==> src/rtl/timer_counter_pkg.sv <==
// Shared definitions for the timer_counter block: register offsets, CTRL
// bit positions, mode encodings and FSM state encoding.
package timer_counter_pkg;

    localparam logic [1:0] REG_CTRL   = 2'b00;
    localparam logic [1:0] REG_PRESET = 2'b01;
    localparam logic [1:0] REG_COUNT  = 2'b10;

    localparam int CTRL_EN_BIT   = 0;
    localparam int CTRL_MODE_LSB = 1;
    localparam int CTRL_IM_BIT   = 3;

    localparam logic [1:0] MODE_ONESHOT = 2'b00;
    localparam logic [1:0] MODE_RELOAD  = 2'b01;

    localparam int PRESCALE_W = 16;

    typedef enum logic [1:0] {
        ST_IDLE = 2'b00,
        ST_LOAD = 2'b01,
        ST_CNT  = 2'b10,
        ST_INT  = 2'b11
    } state_e;

    // Reserved CTRL bits always read back as zero.
    function automatic logic [31:0] ctrl_word(input logic en, input logic [1:0] mode, input logic im);
        return {28'd0, im, mode, en};
    endfunction

endpackage

==> src/rtl/timer_counter_if.sv <==
// Bridge-side bus of the timer: address, byte enables, write data and
// write enable in; read data and level interrupt out.
interface timer_counter_if;
    logic [31:0] Addr;
    logic        WE;
    logic [3:0]  BE;
    logic [31:0] WD;
    logic [31:0] RD;
    logic        Irq;

    modport master (output Addr, WE, BE, WD, input RD, Irq);
    modport slave  (input Addr, WE, BE, WD, output RD, Irq);
endinterface

==> src/rtl/timer_counter_prescaler.sv <==
// Count-tick divider for timer_counter; only built when TIMER_PRESCALE_EN
// is defined. tick is high once every PRESCALE cycles while run is high.
`ifdef TIMER_PRESCALE_EN
module timer_prescaler
    import timer_counter_pkg::*;
#(
    parameter int unsigned PRESCALE = 32'd1
) (
    input  logic clk,
    input  logic reset,
    input  logic clear,
    input  logic run,
    output logic tick
);

    localparam logic [PRESCALE_W-1:0] DIV_LAST = PRESCALE_W'(PRESCALE - 32'd1);

    logic [PRESCALE_W-1:0] div_r;

    assign tick = run && (div_r == DIV_LAST);

    // Divider restarts on clear and holds whenever run is low.
    always_ff @(posedge clk or posedge reset) begin
        if (reset) begin
            div_r <= {PRESCALE_W{1'b0}};
        end else if (clear) begin
            div_r <= {PRESCALE_W{1'b0}};
        end else if (run) begin
            if (div_r == DIV_LAST) begin
                div_r <= {PRESCALE_W{1'b0}};
            end else begin
                div_r <= div_r + {{(PRESCALE_W-1){1'b0}}, 1'b1};
            end
        end else begin
            div_r <= div_r;
        end
    end

endmodule
`endif

==> src/rtl/timer_counter.sv <==
// Memory-mapped 32-bit down-counting timer with CTRL/PRESET/COUNT registers.
// Define TIMER_PRESCALE_EN to divide count ticks by the PRESCALE parameter.
module timer_counter
    import timer_counter_pkg::*;
#(
    parameter int unsigned PRESCALE = 32'd1
) (
    input  logic           clk,
    input  logic           reset,
    timer_counter_if.slave bus
);

    state_e      state_r;
    logic        ctrl_en_r;
    logic [1:0]  ctrl_mode_r;
    logic        ctrl_im_r;
    logic [31:0] preset_r;
    logic [31:0] count_r;
    logic        irq_pend_r;

    logic        tick_s;
    logic        wr_ctrl_s;
    logic        wr_preset_s;
    logic [31:0] rd_s;
    logic        unused_addr_s;

    assign unused_addr_s = ^{bus.Addr[31:4], bus.Addr[1:0]};
    assign wr_ctrl_s     = bus.WE && (bus.Addr[3:2] == REG_CTRL);
    assign wr_preset_s   = bus.WE && (bus.Addr[3:2] == REG_PRESET);

`ifdef TIMER_PRESCALE_EN
    logic pre_clear_s;
    logic pre_run_s;

    assign pre_clear_s = (state_r == ST_LOAD);
    assign pre_run_s   = (state_r == ST_CNT);

    timer_prescaler #(
        .PRESCALE (PRESCALE)
    ) u_prescaler (
        .clk   (clk),
        .reset (reset),
        .clear (pre_clear_s),
        .run   (pre_run_s),
        .tick  (tick_s)
    );
`else
    localparam int unsigned unused_prescale_p = PRESCALE;
    assign tick_s = 1'b1;
`endif

    // FSM and register file; CPU writes come last so they override the FSM.
    always_ff @(posedge clk or posedge reset) begin
        if (reset) begin
            state_r     <= ST_IDLE;
            ctrl_en_r   <= 1'b0;
            ctrl_mode_r <= MODE_ONESHOT;
            ctrl_im_r   <= 1'b0;
            preset_r    <= 32'd0;
            count_r     <= 32'd0;
            irq_pend_r  <= 1'b0;
        end else begin
            case (state_r)
                ST_IDLE: begin
                    if (ctrl_en_r) begin
                        state_r <= ST_LOAD;
                    end else begin
                        state_r <= ST_IDLE;
                    end
                end
                ST_LOAD: begin
                    count_r <= preset_r;
                    state_r <= ST_CNT;
                end
                ST_CNT: begin
                    if (!ctrl_en_r) begin
                        state_r <= ST_IDLE;
                    end else if (tick_s) begin
                        // COUNT of 0 or 1 both expire, so COUNT never wraps.
                        if (count_r > 32'd1) begin
                            count_r <= count_r - 32'd1;
                        end else begin
                            count_r    <= 32'd0;
                            irq_pend_r <= 1'b1;
                            state_r    <= ST_INT;
                        end
                    end else begin
                        state_r <= ST_CNT;
                    end
                end
                ST_INT: begin
                    if (ctrl_mode_r == MODE_RELOAD) begin
                        irq_pend_r <= 1'b0;
                        state_r    <= ST_LOAD;
                    end else begin
                        ctrl_en_r <= 1'b0;
                        state_r   <= ST_IDLE;
                    end
                end
                default: begin
                    state_r <= ST_IDLE;
                end
            endcase

            if (wr_ctrl_s && bus.BE[0]) begin
                ctrl_en_r   <= bus.WD[CTRL_EN_BIT];
                ctrl_mode_r <= bus.WD[CTRL_MODE_LSB +: 2];
                ctrl_im_r   <= bus.WD[CTRL_IM_BIT];
            end
            for (int i = 0; i < 4; i++) begin
                if (wr_preset_s && bus.BE[i]) begin
                    preset_r[i*8 +: 8] <= bus.WD[i*8 +: 8];
                end
            end
            if (wr_ctrl_s || wr_preset_s) begin
                irq_pend_r <= 1'b0;
            end
        end
    end

    // Read mux on the word offset; the reserved slot reads zero.
    always_comb begin
        rd_s = 32'd0;
        case (bus.Addr[3:2])
            REG_CTRL:   rd_s = ctrl_word(ctrl_en_r, ctrl_mode_r, ctrl_im_r);
            REG_PRESET: rd_s = preset_r;
            REG_COUNT:  rd_s = count_r;
            default:    rd_s = 32'd0;
        endcase
    end

    assign bus.RD  = rd_s;
    assign bus.Irq = ctrl_im_r & irq_pend_r;

endmodule

==> src/flat_wrapper.sv <==
// flat-port wrapper written by rule: the top's interface ports become plain ports
module timer_counter_flat import timer_counter_pkg::*;
#(
    parameter int unsigned PRESCALE = 32'd1
)
  (clk, reset, bus_Addr, bus_WE, bus_BE, bus_WD, bus_RD, bus_Irq);
  timer_counter_if bus_i ();
  input  logic clk;
  input  logic reset;
  input wire logic [$bits(bus_i.Addr)-1:0] bus_Addr;
  input wire logic [$bits(bus_i.WE)-1:0] bus_WE;
  input wire logic [$bits(bus_i.BE)-1:0] bus_BE;
  input wire logic [$bits(bus_i.WD)-1:0] bus_WD;
  output wire logic [$bits(bus_i.RD)-1:0] bus_RD;
  output wire logic [$bits(bus_i.Irq)-1:0] bus_Irq;
  assign bus_i.Addr = bus_Addr;
  assign bus_i.WE = bus_WE;
  assign bus_i.BE = bus_BE;
  assign bus_i.WD = bus_WD;
  assign bus_RD = bus_i.RD;
  assign bus_Irq = bus_i.Irq;
  timer_counter #(.PRESCALE(PRESCALE)) u_core (.clk(clk), .reset(reset), .bus(bus_i));
endmodule
==> config.mk <==
export PLATFORM = sky130hd
export DESIGN_NAME = timer_counter_flat
export DESIGN_NICKNAME = d
export VERILOG_FILES = /design/src/rtl/timer_counter_pkg.sv /design/src/rtl/timer_counter_if.sv /design/src/rtl/timer_counter_prescaler.sv /design/src/rtl/timer_counter.sv /design/src/flat_wrapper.sv
export SDC_FILE = /design/constraint.sdc
export NUM_CORES = 1
export LEC_CHECK = 0
export ABC_AREA = 1
export BUFFER_PORTS_ARGS = -buffer_cell sky130_fd_sc_hd__buf_2
export CORE_MARGIN = 4
export CORE_UTILIZATION = 59
export DETAILED_ROUTE_END_ITERATION = 6
export PLACE_DENSITY = 0.82
export SETUP_SLACK_MARGIN = 0.4
export SLEW_MARGIN = 20
export SYNTH_ARGS = -nofsm -noshare
export SYNTH_HDL_FRONTEND = slang
export SYNTH_SLANG_ARGS = --single-unit
==> constraint.sdc <==
create_clock -name clk -period 4.3 [get_ports clk]
set_clock_uncertainty 0.2 [all_clocks]
set_input_delay 0.43 -clock clk [delete_from_list [all_inputs] [get_ports clk]]
set_output_delay 0.43 -clock clk [all_outputs]
set_load 0.03 [all_outputs]
# After elaboration in Yosys (flattened, before gate mapping)
# Index checks and enable logic that the tools add are counted.
[word_totals]
regBits = 71
in_bits = 71
output_inout_bits = 33
wordCells = 58
[op_classes]
addsub = 1
n_lt_le_gt_ge = 1
eq_ne = 12
muxes = 17
bitwise_logic = 1
reduce_logical = 16
[op_table]
columns = ["cell", "count"]
rows = [
  ["32-bit case mux with 3 select lines", 1],
  ["32-bit 2-to-1 mux", 2],
  ["32-bit case mux with 2 select lines", 1],
  ["32-bit by 1-bit greater-than comparator with 1-bit output, second input constant", 1],
  ["32-bit by 1-bit subtractor with 32-bit output, second input constant", 1],
  ["1-bit 2-to-1 mux", 9],
  ["2-bit case mux with 4 select lines", 1],
  ["1-bit logical AND", 7],
  ["2-bit by 1-bit == test with 1-bit output, second input constant", 3],
  ["2-bit == test, second input constant", 3],
  ["3-bit by 1-bit inequality test with 1-bit output, second input constant", 2],
  ["3-bit inequality test, second input constant", 2],
  ["2-bit zero test", 2],
  ["2-bit 2-to-1 mux", 2],
  ["2-bit AND reduction", 2],
  ["4-bit AND reduction", 1],
  ["2-bit nonzero test", 2],
  ["3-bit nonzero test", 1],
  ["2-bit by 1-bit inequality test with 1-bit output, second input constant", 1],
  ["2-bit inequality test, second input constant", 1],
  ["1-bit case mux with 2 select lines", 1],
  ["1-bit bitwise AND", 1],
  ["1-bit logical OR", 1],
]

# Logic depth before layout (Yosys ltp)
# Gate-level depths: netlist (run 1).
[depth]
ltp_word = 5
mapped_depth = 11
ltp_nobuf = 11

# Worst setup path after synthesis (run 1)
# No wires, ideal clock.
[synth_timing]
path_type = "input -> output"
start = "input bus_Addr[2]"
end = "output bus_RD[10]"
arrival_ps = 1841
required_ps = 3670
slack_ps = 1829
path_stages = 5
n_path_buf = 3
cell_sequence = "buf_4 or2_2 clkbuf_1 clkbuf_1 o21ai_0"
[synth_between]
elab_chain_len = 2
word_cells_on_any_way = 4
cone_classes = "eq/ne: 2; mux: 1; reduce/logical: 1"
[synth_lines]
columns = ["item", "line_no", "text"]
rows = [
  ["from (decl)", "flat_wrapper.sv:10", "input wire logic [$bits(bus_i.Addr)-1:0] bus_Addr;"],
  ["2-bit == test (tied with other cells)", "timer_counter.sv:124", "case (bus.Addr[3:2])"],
  ["32-bit case mux with 3 select lines *", "timer_counter.sv:124", ""],
  ["to (decl)", "flat_wrapper.sv:14", "output wire logic [$bits(bus_i.RD)-1:0] bus_RD;"],
]
# Every way passes the cells marked *; elsewhere a longest branch is shown, timed or not.

# Final worst setup path (run 1)
[layout_timing]
start = "input bus_Addr[3]"
end = "output bus_RD[31]"
# The elaborated chain is that of the path after synthesis.

==> results of run 1 <==
-- critical path: stages --
cell and delay [ps]:
buf_2 120, inv_2 280, or2_2 620, o21ai_0 240, buf_2 230
-- cells by family after synthesis --
group | after synthesis
buf+inv | 100
compound gates | 143
flops | 71
mux | 12
xor+xnor | 5
simple gates | 268
fa+ha+maj | 2
-- cell usage after synthesis, drive strengths merged --
master,count,area (µm²)
a21oi,53,352
a31oi,1,6.26
and2,1,6.26
buf,7,55.1
clkbuf,16,60.1
dfrtp,71,1780
ha,2,25.0
inv,77,289
mux2,12,135
nand2,96,400
nand3,48,325
nand4,5,31.3
nor2,116,480
nor3,1,5.00
o211ai,4,30.0
o21ai,68,348
o22ai,16,100
o311ai,1,8.76
or2,1,6.26
xor2,5,43.8
-- layer usage --
layer	track usage [%]	vias up	wire length, µm
met1	37.2	2041	5060
met2	47.4	178	5860
met4	11.9	0	280
met3	5.21	29	915
met5	0	-	0
li1	-	2096	-
-- through the flow --
stage,instance area [µm²],utilization (%)
2_1_floorplan,4480,-
3_3_place_gp,4890,66.7
3_5_place_dp,4890,66.7
4_1_cts,5130,70.0
5_1_grt,5160,70.4
6_report,5160,70.4
-- sequential cells by signal (all words and copies together), names as in the netlist --
register,cells
u_core.irq_pend_r,1
u_core.ctrl_mode_r,2
u_core.count_r,32
u_core.ctrl_en_r,1
u_core.preset_r,32
u_core.ctrl_im_r,1
u_core.state_r,2
-- where the power goes --
part	internal, mW	total, mW	switching, mW
registers	0.900	1.15	0.246
clock network	0.387	0.666	0.278
logic	0.472	1.39	0.919
total	1.76	3.20	1.44
-- worst paths after layout --
path	start	end	slack, ps	cells past startpoint
setup reg to reg	u_core.count_r[0]$_DFFE_PP0P_	u_core.count_r[16]$_DFFE_PP0P_	1870	10
setup / recovery	bus_Addr[3]	bus_RD[31]	1730	5
max in group asynchronous	reset	u_core.count_r[10]$_DFFE_PP0P_	2940	3
hold reg to reg	u_core.ctrl_mode_r[0]$_DFFE_PP0P_	u_core.ctrl_mode_r[0]$_DFFE_PP0P_	320	2
hold / removal	reset	u_core.preset_r[12]$_DFFE_PP0P_	-20	2
min in group clk	bus_WD[6]	u_core.preset_r[6]$_DFFE_PP0P_	100	2
-- layout make-up --
class,count,area share (%)
clock inverters,7,2.33
inverters,77,5.60
well taps,99,2.40
flip-flops and latches,71,34.4
repair buffers,78,8.20
multi-input cells,430,44.6
clock buffers,9,2.40
==> metrics.txt, run 1 <==
#FFs+latches synth=71; status=finished, violations left; Syn Nets=674; I/O pins=104; die height=95.2 µm; dpl cells=754; syn_area_per_cell=7.46 µm²; CP Launch Type=primary input; Slew HR=50.0%; Residual DRC=0; FF/Latch Area=0.00178 mm²; Final Max Slew Viols=0; hold_ws=-23.4 ps; min Tclk post-route=2570 ps; Die Footprint=0.00906 mm²; clk buf depth=2; Synthesis Warnings=0; # port buffers=73; Routed WL=12.1 mm; final cell count without fillers=771; critical path class=primary input to primary output; Core Rows=31; Setup crit end kind=primary output; DRT antenna net count=0; crit-path max FO=32; routability cong.=0.951; Starting Density=61.2%; Post-Synth Simple-Gate Area=28.0%; CTS Buf Count=9; complex-gate fraction of the synthesized area=18.8%; Hold Buf Count CTS=0; share of cells above drive strength 1=25.0%; synthesized-area fraction occupied by adder cells=0.558%; Peak VDD IR=0.000295 V; via/cell ratio=5.63; CTS tree=yes; Setup Viol. Count Final=0; Multi-input gate area=0.00230 mm²; initial antenna violation count=0; Power, Total=3.20 mW; Tightest Hold Check Type=primary input to asynchronous set/reset pin; area grow syn2layout=15.1%; CP arrival=1940 ps; cells after synthesis=601; largest family of logic cells by synthesized area=simple AND/OR/NAND/NOR gates; DRT iter0 DRCs=360; PostCTS Resize Cnt=0; Vias=4,344; failing checks=negative hold slack; largest net degree at the start of global routing=40; CTS root buffer=clkbuf_8; final setup margin=1730 ps; drt wl/cell=15.7 µm; post-synthesis cell type count=33; Die X-Extent=95.2 µm; Placement Setup Slack=1550 ps; ant diodes=0; PwrDens=621 mW/mm²; total of max-cap violations=0; clock tree sinks=71; Cell Area, Synth=0.00448 mm²; RSZ-0062 raised after global routing=false; GRT Resource Usage Total=28.7%; fin nets=740; Sum Neg Setup Slack=0 ps; overflow left after global routing=0; Clock transition at path regs=80 ps; Synth Area in XOR/XNOR=0.977%; WP data required=3670 ps; mux contribution to synthesized area=3.01%; filler instances=623; DR pass1 iterations=6; vias in the first global route=4,298; global-route wire length before repair=20.3 mm; Worst-Margin Slew=748 ps; register area share after synthesis=39.6%; final hold violations=32; cell leakage power=2.44 nW; setup repair bufs after CTS=0; HPWL Detailed=8.38 mm; most common cell after layout, fill and taps aside=nor2_1; Clock Latency Late Sink=360 ps; leading cell types in the layout, fill and taps excluded=106 x nor2_1, 88 x nand2_1, 74 x inv_1, 73 x buf_2, 71 x dfrtp_1; crit share post-route=59.8%; Max Clock Freq=389 MHz; H-tree depth=3; core area=0.00733 mm²
Power figures use the tool's default switching activity.
==> run 2: changes to the inputs <==
- CORE_UTILIZATION: 59 -> 55
- PLACE_DENSITY: 0.82 -> 0.77
- clock period: 4.3 -> 2.46 ns (I/O delays scaled with it)
==> run 2 against run 1 <==
  * The flow now finishes without violations
  * Sequential power increased by 74%
  * Register-to-register slack got worse by 1400 ps
  * Cell count increased by 7.8%
  * Non-clock buffer count increased by 57
  * First-iteration DRC count increased by 8.3%
  * Wire length increased by 10%
  * Total power increased by 79%
  * Die area increased by 6.7%
  * Highest routed layer unchanged
  * Via count increased by 5.7%
  * Sequential share of layout area decreased by 3.3 points
  * Sequential cell count unchanged
==> metrics.txt, run 2 (synthesis results as in run 1) <==
I/O pins=104; final hold violations=0; H-tree depth=3; vias in the first global route=4,440; overflow left after global routing=0; RSZ-0062 raised after global routing=true; CP Launch Type=flip-flop; crit share post-route=81.5%; status=finished, final reports clean; routability cong.=0.988; Slew HR=65.2%; most common cell after layout, fill and taps aside=nor2_1; Setup crit end kind=flip-flop; die height=98.3 µm; HPWL Detailed=8.97 mm; CTS tree=yes; # port buffers=73; dpl cells=774; fin nets=798; share of cells above drive strength 1=27.3%; leading cell types in the layout, fill and taps excluded=102 x nor2_1, 86 x nand2_1, 73 x buf_2, 72 x inv_1, 71 x dfrtp_1; Die Footprint=0.00966 mm²; HP Start=bus_Addr[3]; worst r2r path cells=8; core area=0.00781 mm²; DRT iter0 DRCs=390; reg2reg setup slack=460 ps; Core Rows=32; drt wl/cell=16.1 µm; CTS root buffer=clkbuf_8; total of max-cap violations=0; via/cell ratio=5.53; crit-path max FO=5; Worst-Margin Slew=520 ps; Routed WL=13.4 mm; WP data required=2550 ps; final cell count without fillers=831; Residual DRC=0; Setup Viol. Count Final=0; DRT antenna net count=0; final setup margin=456 ps; Hold Crit Depth=3; global-route wire length before repair=21.5 mm; CTS Buf Count=9; PwrDens=1010 mW/mm²; area grow syn2layout=27.3%; Largest regs=u_core.count_r (32), u_core.preset_r (32); Placement Setup Slack=-86.9 ps; CP arrival=2090 ps; Tightest Hold Check Type=primary input to flip-flop; Max Clock Freq=499 MHz; Die X-Extent=98.3 µm; min Tclk post-route=2000 ps; clock tree sinks=71; Final Max Slew Viols=0; worst reg2reg path endpoint=u_core.count_r[25]$_DFFE_PP0P_; Starting Density=57.4%; Clock Latency Late Sink=360 ps; initial antenna violation count=0; GRT Resource Usage Total=27.4%; largest net degree at the start of global routing=50; Vias=4,592; DR pass1 iterations=7; ant diodes=0; Hold EP=u_core.irq_pend_r$_DFFE_PP0P_; Clock transition at path regs=80 ps; Peak VDD IR=0.000469 V; cell leakage power=2.67 nW; worst r2r src=u_core.count_r[0]$_DFFE_PP0P_; clk buf depth=2; critical path class=flip-flop to flip-flop
-- run 2: area by class of cell --
cell class	count	area, µm²
Inverter	77	293
Clock buffer	10	138
Fill cell	612	2100
Tap cell	102	128
Clock inverter	5	82.6
Sequential cell	71	1780
Timing Repair Buffer	135	956
Multi-Input combinational cell	431	2340
-- run 2: worst max path at each step --
stage	start	to	slack [ps]	depth (start not counted)
2_1_floorplan	bus_Addr[2]	bus_RD[10]	360	5
3_3_place_gp	u_core.count_r[0]$_DFFE_PP0P_	u_core.count_r[8]$_DFFE_PP0P_	-20	9
3_5_place_dp	u_core.count_r[1]$_DFFE_PP0P_	u_core.count_r[16]$_DFFE_PP0P_	-90	9
4_1_cts	u_core.count_r[1]$_DFFE_PP0P_	u_core.count_r[22]$_DFFE_PP0P_	390	11
5_1_grt	u_core.count_r[0]$_DFFE_PP0P_	u_core.count_r[25]$_DFFE_PP0P_	370	8
6_report	u_core.count_r[0]$_DFFE_PP0P_	u_core.count_r[25]$_DFFE_PP0P_	460	8
-- run 2: critical path, cell delays in order (launching register included) --
cell,delay (ps)
dfrtp_1,400
inv_1,80
buf_4,120
nand3_1,200
nor2_2,280
nand2_1,180
o21ai_0,260
nand3_2,110
a21oi_2,110
-- run 2: power breakdown --
group / internal (mW) / total (mW) / switching (mW)
Combinational: 0.978 / 2.69 / 1.71
Sequential: 1.57 / 2.00 / 0.424
Clock: 0.593 / 1.06 / 0.466
Total: 3.14 / 5.74 / 2.60
-- run 2: stage by stage --
stage | instance area [µm²] | util, % | hold slack (ps) | power (mW) | setup TNS (ps)
2_1_floorplan | 4490 | - | 196 | 3.78 | 0
3_3_place_gp | 5050 | 64.7 | 115 | 4.36 | -35.1
3_5_place_dp | 5050 | 64.7 | 114 | 4.46 | -198
4_1_cts | 5670 | 72.6 | 13.9 | 5.64 | 0
5_1_grt | 5710 | 73.1 | 56.9 | 6.10 | 0
6_report | 5710 | 73.1 | 39.6 | 5.74 | 0
-- run 2: layer usage --
layer | GRT usage [%] | up-vias | wire length [µm]
met4 | 9.24 | 0 | 343
met1 | 35.5 | 2149 | 5620
li1 | - | 2208 | -
met3 | 4.57 | 31 | 939
met2 | 46.4 | 204 | 6480
met5 | 0 | - | 0
-- run 2: timing repair --
| item | 4_1_cts | 5_1_grt |
|---|---|---|
| hold buffers | 35 | 0 |
| setup endpoints to repair | 33 | 26 |
| gates cloned | 1 | 0 |
| pin swaps | 1 | 3 |
| gates resized for setup | 3 | 11 |
| hold endpoints to repair | 58 | 0 |
| buffers inserted | 2 | 4 |
